<file path="src/rtl/line_w_load_pkg.sv">
// line_w_load_pkg: opcode/funct constants, load-type enum and load-type decode
package line_w_load_pkg;
  localparam logic [5:0] OP_RTYPE = 6'h00;
  localparam logic [5:0] OP_JAL = 6'h03;
  localparam logic [5:0] OP_LB = 6'h20;
  localparam logic [5:0] OP_LH = 6'h21;
  localparam logic [5:0] OP_LW = 6'h23;
  localparam logic [5:0] OP_LBU = 6'h24;
  localparam logic [5:0] OP_LHU = 6'h25;
  localparam logic [5:0] FN_JR = 6'h08;
  localparam logic [5:0] FN_JALR = 6'h09;
  localparam logic [4:0] GRF_RA = 5'd31;
  typedef enum logic [2:0] {LD_NONE, LD_B, LD_BU, LD_H, LD_HU, LD_W} ld_t;
  function automatic ld_t ld_type(input logic [5:0] op);
    return op == OP_LB  ? LD_B  :
           op == OP_LBU ? LD_BU :
           op == OP_LH  ? LD_H  :
           op == OP_LHU ? LD_HU :
           op == OP_LW  ? LD_W  : LD_NONE;
  endfunction
endpackage

</file>
<file path="src/rtl/line_w_load_load_ext.sv">
// load_ext: picks the addressed byte/half/word lane, extends it and flags misalignment
module load_ext
  import line_w_load_pkg::*;
(
  input  logic [1:0]  a,
  input  ld_t         ty,
  input  logic [31:0] word,
  output logic [31:0] data,
  output logic        misaligned
);
  logic [7:0] b;
  logic [15:0] h;
  assign b = word[{a, 3'b000} +: 8];
  assign h = a[1] ? word[31:16] : word[15:0];
  assign data = ty == LD_B  ? {{24{b[7]}}, b}  :
                ty == LD_BU ? {24'd0, b}        :
                ty == LD_H  ? {{16{h[15]}}, h} :
                ty == LD_HU ? {16'd0, h}        : word;
  assign misaligned = (ty == LD_W && a != 2'd0) || ((ty == LD_H || ty == LD_HU) && a[0]);
endmodule

</file>
<file path="src/rtl/line_w_load.sv">
// line_w_load: W stage - pipeline register, load extraction, GRF write select, retire counter
module line_w_load
  import line_w_load_pkg::*;
#(
  parameter logic [31:0] PC_RESET = 32'h0000_3000,
  parameter int          CNT_W = 32
) (
  input  logic             clk,
  input  logic             reset,
  input  logic [31:0]      ins_in,
  input  logic [31:0]      pc_in,
  input  logic [31:0]      alu_result_in,
  input  logic [31:0]      dm_data_in,
  output logic [31:0]      ins_w,
  output logic [31:0]      pc_w,
  output logic             grf_we,
  output logic [4:0]       grf_addr,
  output logic [31:0]      grf_wdata,
  output logic             load_misaligned,
  output logic [CNT_W-1:0] retired
);
  logic [31:0] alu_w, dm_w, ld_data, link;
  logic [5:0] op, fn;
  ld_t ld;
  assign op = ins_w[31:26];
  assign fn = ins_w[5:0];
  assign ld = ld_type(op);
  assign link = pc_w + 32'd8;
  load_ext u_load_ext (
    .a          (alu_w[1:0]),
    .ty         (ld),
    .word       (dm_w),
    .data       (ld_data),
    .misaligned (load_misaligned)
  );
  // Capture M results every cycle; count the instruction that leaves W unless it is a nop
  always_ff @(posedge clk) begin
    if (reset) begin
      ins_w <= 32'd0;
      pc_w <= PC_RESET;
      alu_w <= 32'd0;
      dm_w <= 32'd0;
      retired <= '0;
    end else begin
      ins_w <= ins_in;
      pc_w <= pc_in;
      alu_w <= alu_result_in;
      dm_w <= dm_data_in;
      retired <= retired + {{(CNT_W-1){1'b0}}, |ins_w};
    end
  end
  // Destination register and write data from the instruction class in W
  always_comb begin
    grf_addr = 5'd0;
    grf_wdata = alu_w;
    if (op == OP_RTYPE && fn != FN_JR && ins_w != 32'd0) begin
      grf_addr = ins_w[15:11];
      grf_wdata = fn == FN_JALR ? link : alu_w;
    end else if (op[5:3] == 3'b001) begin
      grf_addr = ins_w[20:16];
    end else if (op == OP_JAL) begin
      grf_addr = GRF_RA;
      grf_wdata = link;
    end else if (ld != LD_NONE) begin
      grf_addr = ins_w[20:16];
      grf_wdata = ld_data;
    end
  end
  assign grf_we = grf_addr != 5'd0 && !load_misaligned;
endmodule

</file>
<file path="config.mk">
export PLATFORM = sky130hd
export DESIGN_NAME = line_w_load
export DESIGN_NICKNAME = d
export VERILOG_FILES = /design/src/rtl/line_w_load_pkg.sv /design/src/rtl/line_w_load_load_ext.sv /design/src/rtl/line_w_load.sv
export SDC_FILE = /design/constraint.sdc
export NUM_CORES = 1
export LEC_CHECK = 0
export ABC_AREA = 1
export CAP_MARGIN = 20
export CORE_ASPECT_RATIO = 2
export CORE_MARGIN = 1
export CORE_UTILIZATION = 25
export DETAILED_ROUTE_END_ITERATION = 6
export GPL_TIMING_DRIVEN = 0
export PLACE_DENSITY = 0.54
export SETUP_SLACK_MARGIN = 0.3
export SYNTH_ARGS = -nofsm -noshare
export SYNTH_HDL_FRONTEND = slang
export SYNTH_HIERARCHICAL = 1
export SYNTH_SLANG_ARGS = --single-unit
</file>
<file path="constraint.sdc">
create_clock -name clk -period 3.3 [get_ports clk]
set_input_delay 0.495 -clock clk [delete_from_list [all_inputs] [get_ports clk]]
set_output_delay 0.495 -clock clk [all_outputs]
set_load 0.02 [all_outputs]
</file>
# Word level (Yosys, flattened, before mapping)
# Cells that the tools add are included.
word_totals:
  reg_bits: 160
  out_inout_bits: 135
classes:
  eq_ne: 14
  n_addsub: 2
  shift: 1
  n_reduce_logical: 14
  n_mux: 19
ops:
  columns: ["operator", "count"]
  rows:
  - ["$mux W32", 9]
  - ["$add A32 B1 Y32", 1]
  - ["$add A32 B4 Y32 const B", 1]
  - ["$reduce_bool A32 Y1", 1]
  - ["$reduce_or A32 Y1", 1]
  - ["$shiftx A32 B6 Y8", 1]
  - ["$eq A6 B6 Y1 const B", 5]
  - ["$mux W5", 4]
  - ["$mux W16", 1]
  - ["$mux W3", 5]
  - ["$eq A3 B1 Y1 const B", 2]
  - ["$eq A3 B2 Y1 const B", 2]
  - ["$eq A3 B3 Y1 const B", 2]
  - ["$eq A6 B2 Y1 const B", 1]
  - ["$eq A6 B4 Y1 const B", 1]
  - ["$logic_not A6 Y1", 1]
  - ["$ne A6 B4 Y1 const B", 1]
  - ["$logic_and A1 B1 Y1", 5]
  - ["$reduce_bool A5 Y1", 1]
  - ["$reduce_bool A3 Y1", 1]
  - ["$logic_or A1 B1 Y1", 2]
  - ["$reduce_bool A2 Y1", 1]
  - ["$logic_not A1 Y1", 1]

# Logic depth before layout (Yosys ltp)
logic_depth:
  depth_word: 15
  ltp_mapped: 17
  mapped_depth_nobuf: 16

# By module
# Netlist, hierarchy kept.
by_module_without_submodules:
  columns: ["module", "seq_area_each_um2", "area_each_um2", "instances", "cells_per_inst"]
  rows:
  - ["line_w_load", 3203.1, 7860.0, 1, 1171]
  - ["load_ext", 0.0, 1118.6, 1, 259]

# Worst setup path after synthesis
# No wires, ideal clock.
synth_timing:
  path_kind: "flip-flop to output port"
  from: "register ins_w[31]"
  to: "output grf_wdata[13]"
  path_buffers: 1
  slack_ps: 135
  stages_incl_launch_ff: 17
  arrival_ps: 2670
  required_ps: 2805
  path_cell_list: "dfxtp_1 -> inv_1 -> nor2_2 -> nand2_1 -> o21ai_0 -> a21boi_0 -> nand3_2 -> nand2_4 -> nand2_2 -> buf_6 -> nand2_1 -> nand2_1 -> nand2_1 -> nor2_1 -> o31ai_1 -> nor2_1 -> a21oi_1"
synth_via:
  word_cells_on_any_way: 29
  classes_between: "eq/ne: 11; mux: 13; reduce/logical: 5"
synth_lines:
  columns: ["element", "line", "rtl"]
  rows:
  - ["start, declared", "line_w_load.sv:14", "output logic [31:0] ins_w,"]
  - ["start signal, assigned", "line_w_load.sv:45", "ins_w <= ins_in;"]
  - ["$eq A6 B6 Y1", "line_w_load_pkg.sv:18", "op == OP_LHU ? LD_HU :"]
  - ["$mux W3", "line_w_load_pkg.sv:18", null]
  - ["$mux W3", "line_w_load_pkg.sv:17", "op == OP_LH ? LD_H :"]
  - ["$mux W3", "line_w_load_pkg.sv:16", "op == OP_LBU ? LD_BU :"]
  - ["$mux W3 (*)", "line_w_load_pkg.sv:15", "return op == OP_LB ? LD_B :"]
  - ["via ld[1]", "line_w_load.sv:24", "ld_t ld;"]
  - ["$eq A3 B3 Y1", "line_w_load_load_ext.sv:18", "ty == LD_HU ? {16'd0, h} : word;"]
  - ["$mux W32", "line_w_load_load_ext.sv:18", null]
  - ["$mux W32", "line_w_load_load_ext.sv:17", "ty == LD_H ? {{16{h[15]}}, h} :"]
  - ["$mux W32", "line_w_load_load_ext.sv:16", "ty == LD_BU ? {24'd0, b} :"]
  - ["$mux W32 (*)", "line_w_load_load_ext.sv:15", "assign data = ty == LD_B ? {{24{b[7]}}, b} :"]
  - ["via ld_data[13]", "line_w_load.sv:22", "logic [31:0] alu_w, dm_w, ld_data, link;"]
  - ["$mux W32 (*)", "line_w_load.sv:64", "end else if (ld != LD_NONE) begin"]
  - ["$mux W32 (*)", "line_w_load.sv:61", "end else if (op == OP_JAL) begin"]
  - ["$mux W32 (*)", "line_w_load.sv:59", "end else if (op[5:3] == 3'b001) begin"]
  - ["$mux W32 (*)", "line_w_load.sv:56", "if (op == OP_RTYPE && fn != FN_JR && ins_w != 32'd0) begin"]
  - ["end, declared", "line_w_load.sv:18", "output logic [31:0] grf_wdata,"]
# Mark *: on every way through the listed nets, which the timed path passes. The rest lies on a longest branch.

# Worst setup path in the final report
layout_timing:
  from: "register ins_w[30]"
  to: "output grf_wdata[11]"
# Same word-level chain as after synthesis.

==> flow_metrics.py <==
metrics = {
    "clock_network": {
        "clkTransAtPathRegs_ns": 0.07,
        "ctsRootBufferMaster": "clkbuf_16",
        "tritoncts": "done",
        "cts_htree_levels": 4,
        "clock_latency_ns": 0.45,
        "cts_buffer_depth": 2,
        "cts_buffers": 17,
        "cts.sinks": 160,
    },
    "global_route": {
        "grt_use_total_pct": 20.1,
        "grt_util_met2_pct": 37.9,
        "grt_antenna_before_repair": 1,
        "globalRouteMet1Util_pct": 18.2,
        "met3_usage_pct": 5.11,
        "grt_start_max_net_pins": 17,
        "grt_pass1_wl_mm": 54.7,
        "grt_overflow": 0,
        "grt_pass1_vias": 10021,
        "busiest_layer": "met2",
    },
    "pwr": {
        "seq_power_share_pct": 38.7,
        "combinationalPowerShare_pct": 22.6,
        "switching_power_uw": 1660,
        "vdd_drop_max_mv": 0.379,
        "p_clk_share_pct": 38.7,
        "powerDensity_mw_per_mm2": 395,
        "p_int_uw": 3780,
        "p_leak_uw": 0.00632,
        "switching_share_pct": 30.5,
    },
    "routing": {
        "wirelength_mm": 36.7,
        "wl_per_cell_um": 16.6,
        "drt_iter0_markers": 431,
        "vias": 9956,
        "postRouteAntennaNets": 0,
        "vias_per_cell": 4.51,
        "drc": 1,
        "drt_pass1_iterations": 7,
    },
    "final_layout": {
        "area_growth_pct": 53.3,
        "drive_gt1_share_pct": 17.7,
        "postLayoutCellArea_mm2": 0.0138,
        "nets": 1882,
        "utilization_pct": 39.1,
        "fillers": 3789,
        "fin_cells": 2208,
    },
    "timing": {
        "fmax_ghz": 0.300,
        "maxSlewHeadroom_pct": 37.3,
        "setup_viol": 5,
        "finalCritPeriodShare_pct": 101,
        "tightestPinTransition_ns": 0.940,
        "finClkSkew_ns": 0.0148,
        "setup-tns-final_ns": -0.105,
        "final_hold_viol_count": 0,
        "fin_crit_ns": 3.34,
        "drv_slew": 0,
        "fin_ws_ns": -0.0373,
        "rsz0062_at_grt": "true",
    },
    "synthesis": {
        "synth_area_mm2": 0.00898,
        "yosysSeqAreaShare_pct": 35.7,
        "synthFlopType": "dfxtp_1",
        "synth_cell_types": 48,
        "synth_cells": 1430,
        "ys_warn_count": 6,
        "synth.avg_cell_area_um2": 6.28,
        "synth_edf_count": 0,
        "ys_ff_latch": 160,
        "syn_nets": 1563,
        "synthArstFlopShare_pct": 0,
    },
    "placed_design": {
        "hpwl_mm": 29.4,
        "io_buffers": 263,
        "dpl-instance-area_mm2": 0.0122,
        "finalWeightedCongestion": 0.918,
        "place_inst": 2138,
        "post-place-ws_ns": -0.567,
    },
    "floorplanning": {
        "dieArea_mm2": 0.0367,
        "fp.coreArea_mm2": 0.0352,
        "die_w_um": 136,
        "io-pin-count": 265,
        "start_util_pct": 25.5,
        "die_h_um": 270,
        "num_rows": 97,
    },
    "min_path": {
        "hp-class": "flip-flop to flip-flop",
    },
    "worst_setup_path": {
        "startpoint_type": "flip-flop",
        "crit_fanout": 4,
        "path_class": "flip-flop to output port",
        "required_ns": 2.80,
        "arrival_ns": 2.84,
        "end_kind": "output port",
    },
    "run_status": {
        "status": "complete, but fails checks",
        "violations": "design-rule violations, negative setup slack",
    },
    "job": {
        "drv_cap": 0,
    },
}
[cells in the mapped netlist (9+ instances only)]
| cell type | n | area share (%) |
|---|---|---|
| o31ai_1 | 16 | 1.3 |
| o21ai_1 | 11 | 0.61 |
| nand3_1 | 42 | 2.3 |
| o21ai_0 | 32 | 1.8 |
| buf_4 | 9 | 0.75 |
| a21oi_1 | 78 | 4.3 |
| or2_2 | 12 | 0.84 |
| o211ai_1 | 16 | 1.3 |
| nor3_1 | 31 | 1.7 |
| nand2_1 | 371 | 16 |
| nor2_1 | 233 | 9.7 |
| xnor2_1 | 10 | 0.98 |
| nand4_1 | 16 | 1.1 |
| nor2_2 | 10 | 0.70 |
| xor2_1 | 16 | 1.6 |
| buf_2 | 13 | 0.72 |
| clkbuf_1 | 30 | 1.3 |
| inv_1 | 248 | 10 |
| dfxtp_1 | 160 | 36 |
[per-stage QoR]
step / hold WS (ns) / power [uW]
floorplan: 0.550 / 2670
global placement: 0.477 / 3240
detailed placement: 0.476 / 3250
CTS: 0.492 / 5480
global route: 0.498 / 5680
finish: 0.492 / 5440
[area by class of cell]
cell class	count	area (um^2)	area share (%)
plain buffers	57	327	2.37
inverters	257	972	7.06
clock inverters	14	181	1.32
well taps	445	557	4.04
repair buffers	298	2950	21.5
flip-flops and latches	160	3210	23.4
multi-input cells	958	5130	37.3
clock buffers	18	429	3.12
diodes	1	2.50	0.0182
[per-layer routing]
layer	share of wire (%)	wire length [um]
met2	54	19700
met3	5.7	2100
met4	6.6	2410
met1	34	12500
met5	0	0
[final timing paths]
check / startpoint / to / slack, ns / cells after the start
worst max-delay path: ins_w[30]$_SDFF_PP0_ / grf_wdata[11] / -0.04 / 15
worst min-delay path: retired[31]$_SDFF_PP0_ / retired[31]$_SDFF_PP0_ / 0.49 / 2
worst max register to register: ins_w[29]$_SDFF_PP0_ / retired[16]$_SDFF_PP0_ / 0.66 / 15
worst min register to register: retired[31]$_SDFF_PP0_ / retired[31]$_SDFF_PP0_ / 0.49 / 2
[worst max-delay path, stage by stage, from the launching register on]
cell      delay, ns
dfxtp_4        0.36
nor2_4         0.14
nand2_2        0.07
o21ai_2        0.13
a21boi_4       0.28
nor2_2         0.08
nand2_4        0.14
buf_12         0.13
nand2_8        0.06
buf_4          0.14
a21oi_2        0.11
nand2_1        0.06
nand2_1        0.07
o21ai_1        0.08
o31ai_1        0.29
buf_4          0.24
[cells in the final DEF (no fill, tap or decap), types with 16 or more instances in the layout]
master and count:
nand2_1 322, inv_1 243, nor2_1 225, clkdlybuf4s50_1 224, dfxtp_1 155, a21oi_1 46
nand2_2 46, buf_4 42, nand3_1 40, buf_6 37, nor3_1 30, clkbuf_1 29
o21ai_0 23, a21oi_2 18, o21ai_1 17, clkbuf_16 17, o211ai_1 16, xor2_1 16
nand4_1 16
[power groups by stage]
| stage | logic (uW) | clock network, uW | registers [uW] |
|---|---|---|---|
| CTS | 1190 | 2180 | 2110 |
| global route | 1330 | 2240 | 2110 |
| detailed placement | 1100 | 0 | 2150 |
| floorplan | 506 | 0 | 2170 |
| finish | 1230 | 2100 | 2100 |
| global placement | 1100 | 0 | 2150 |
[flip-flops by register name, summed over array words and instances (netlist names)]
name	cells
alu_w	32
dm_w	32
ins_w	32
pc_w	32
retired	32
[cells by family (layout without fill, tap and decap cells)]
logic type               after synthesis  count (layout)  synth area share (%)
AND/OR/NAND/NOR                      763             765                  36.8
buffers and inverters                314             644                  13.9
AO/OA/AOI/OAI                        163             163                  10.5
flip-flops                           160             160                  35.7
XOR/XNOR                              26              26                  2.54
adder cells (fa/ha/maj)                3               3                 0.418
multiplexers                           1               1                 0.111
other                                  0               1                     0
[timing repair]
action                     CTS  global route
gates cloned                 6             0
hold endpoints to repair     0             0
setup endpoints to repair   39            38
resized for setup          334            57
setup buffers               19            12
pin swaps                   51            50
hold buffers                 0             0
No activity file was read; power rests on OpenSTA's default activity.
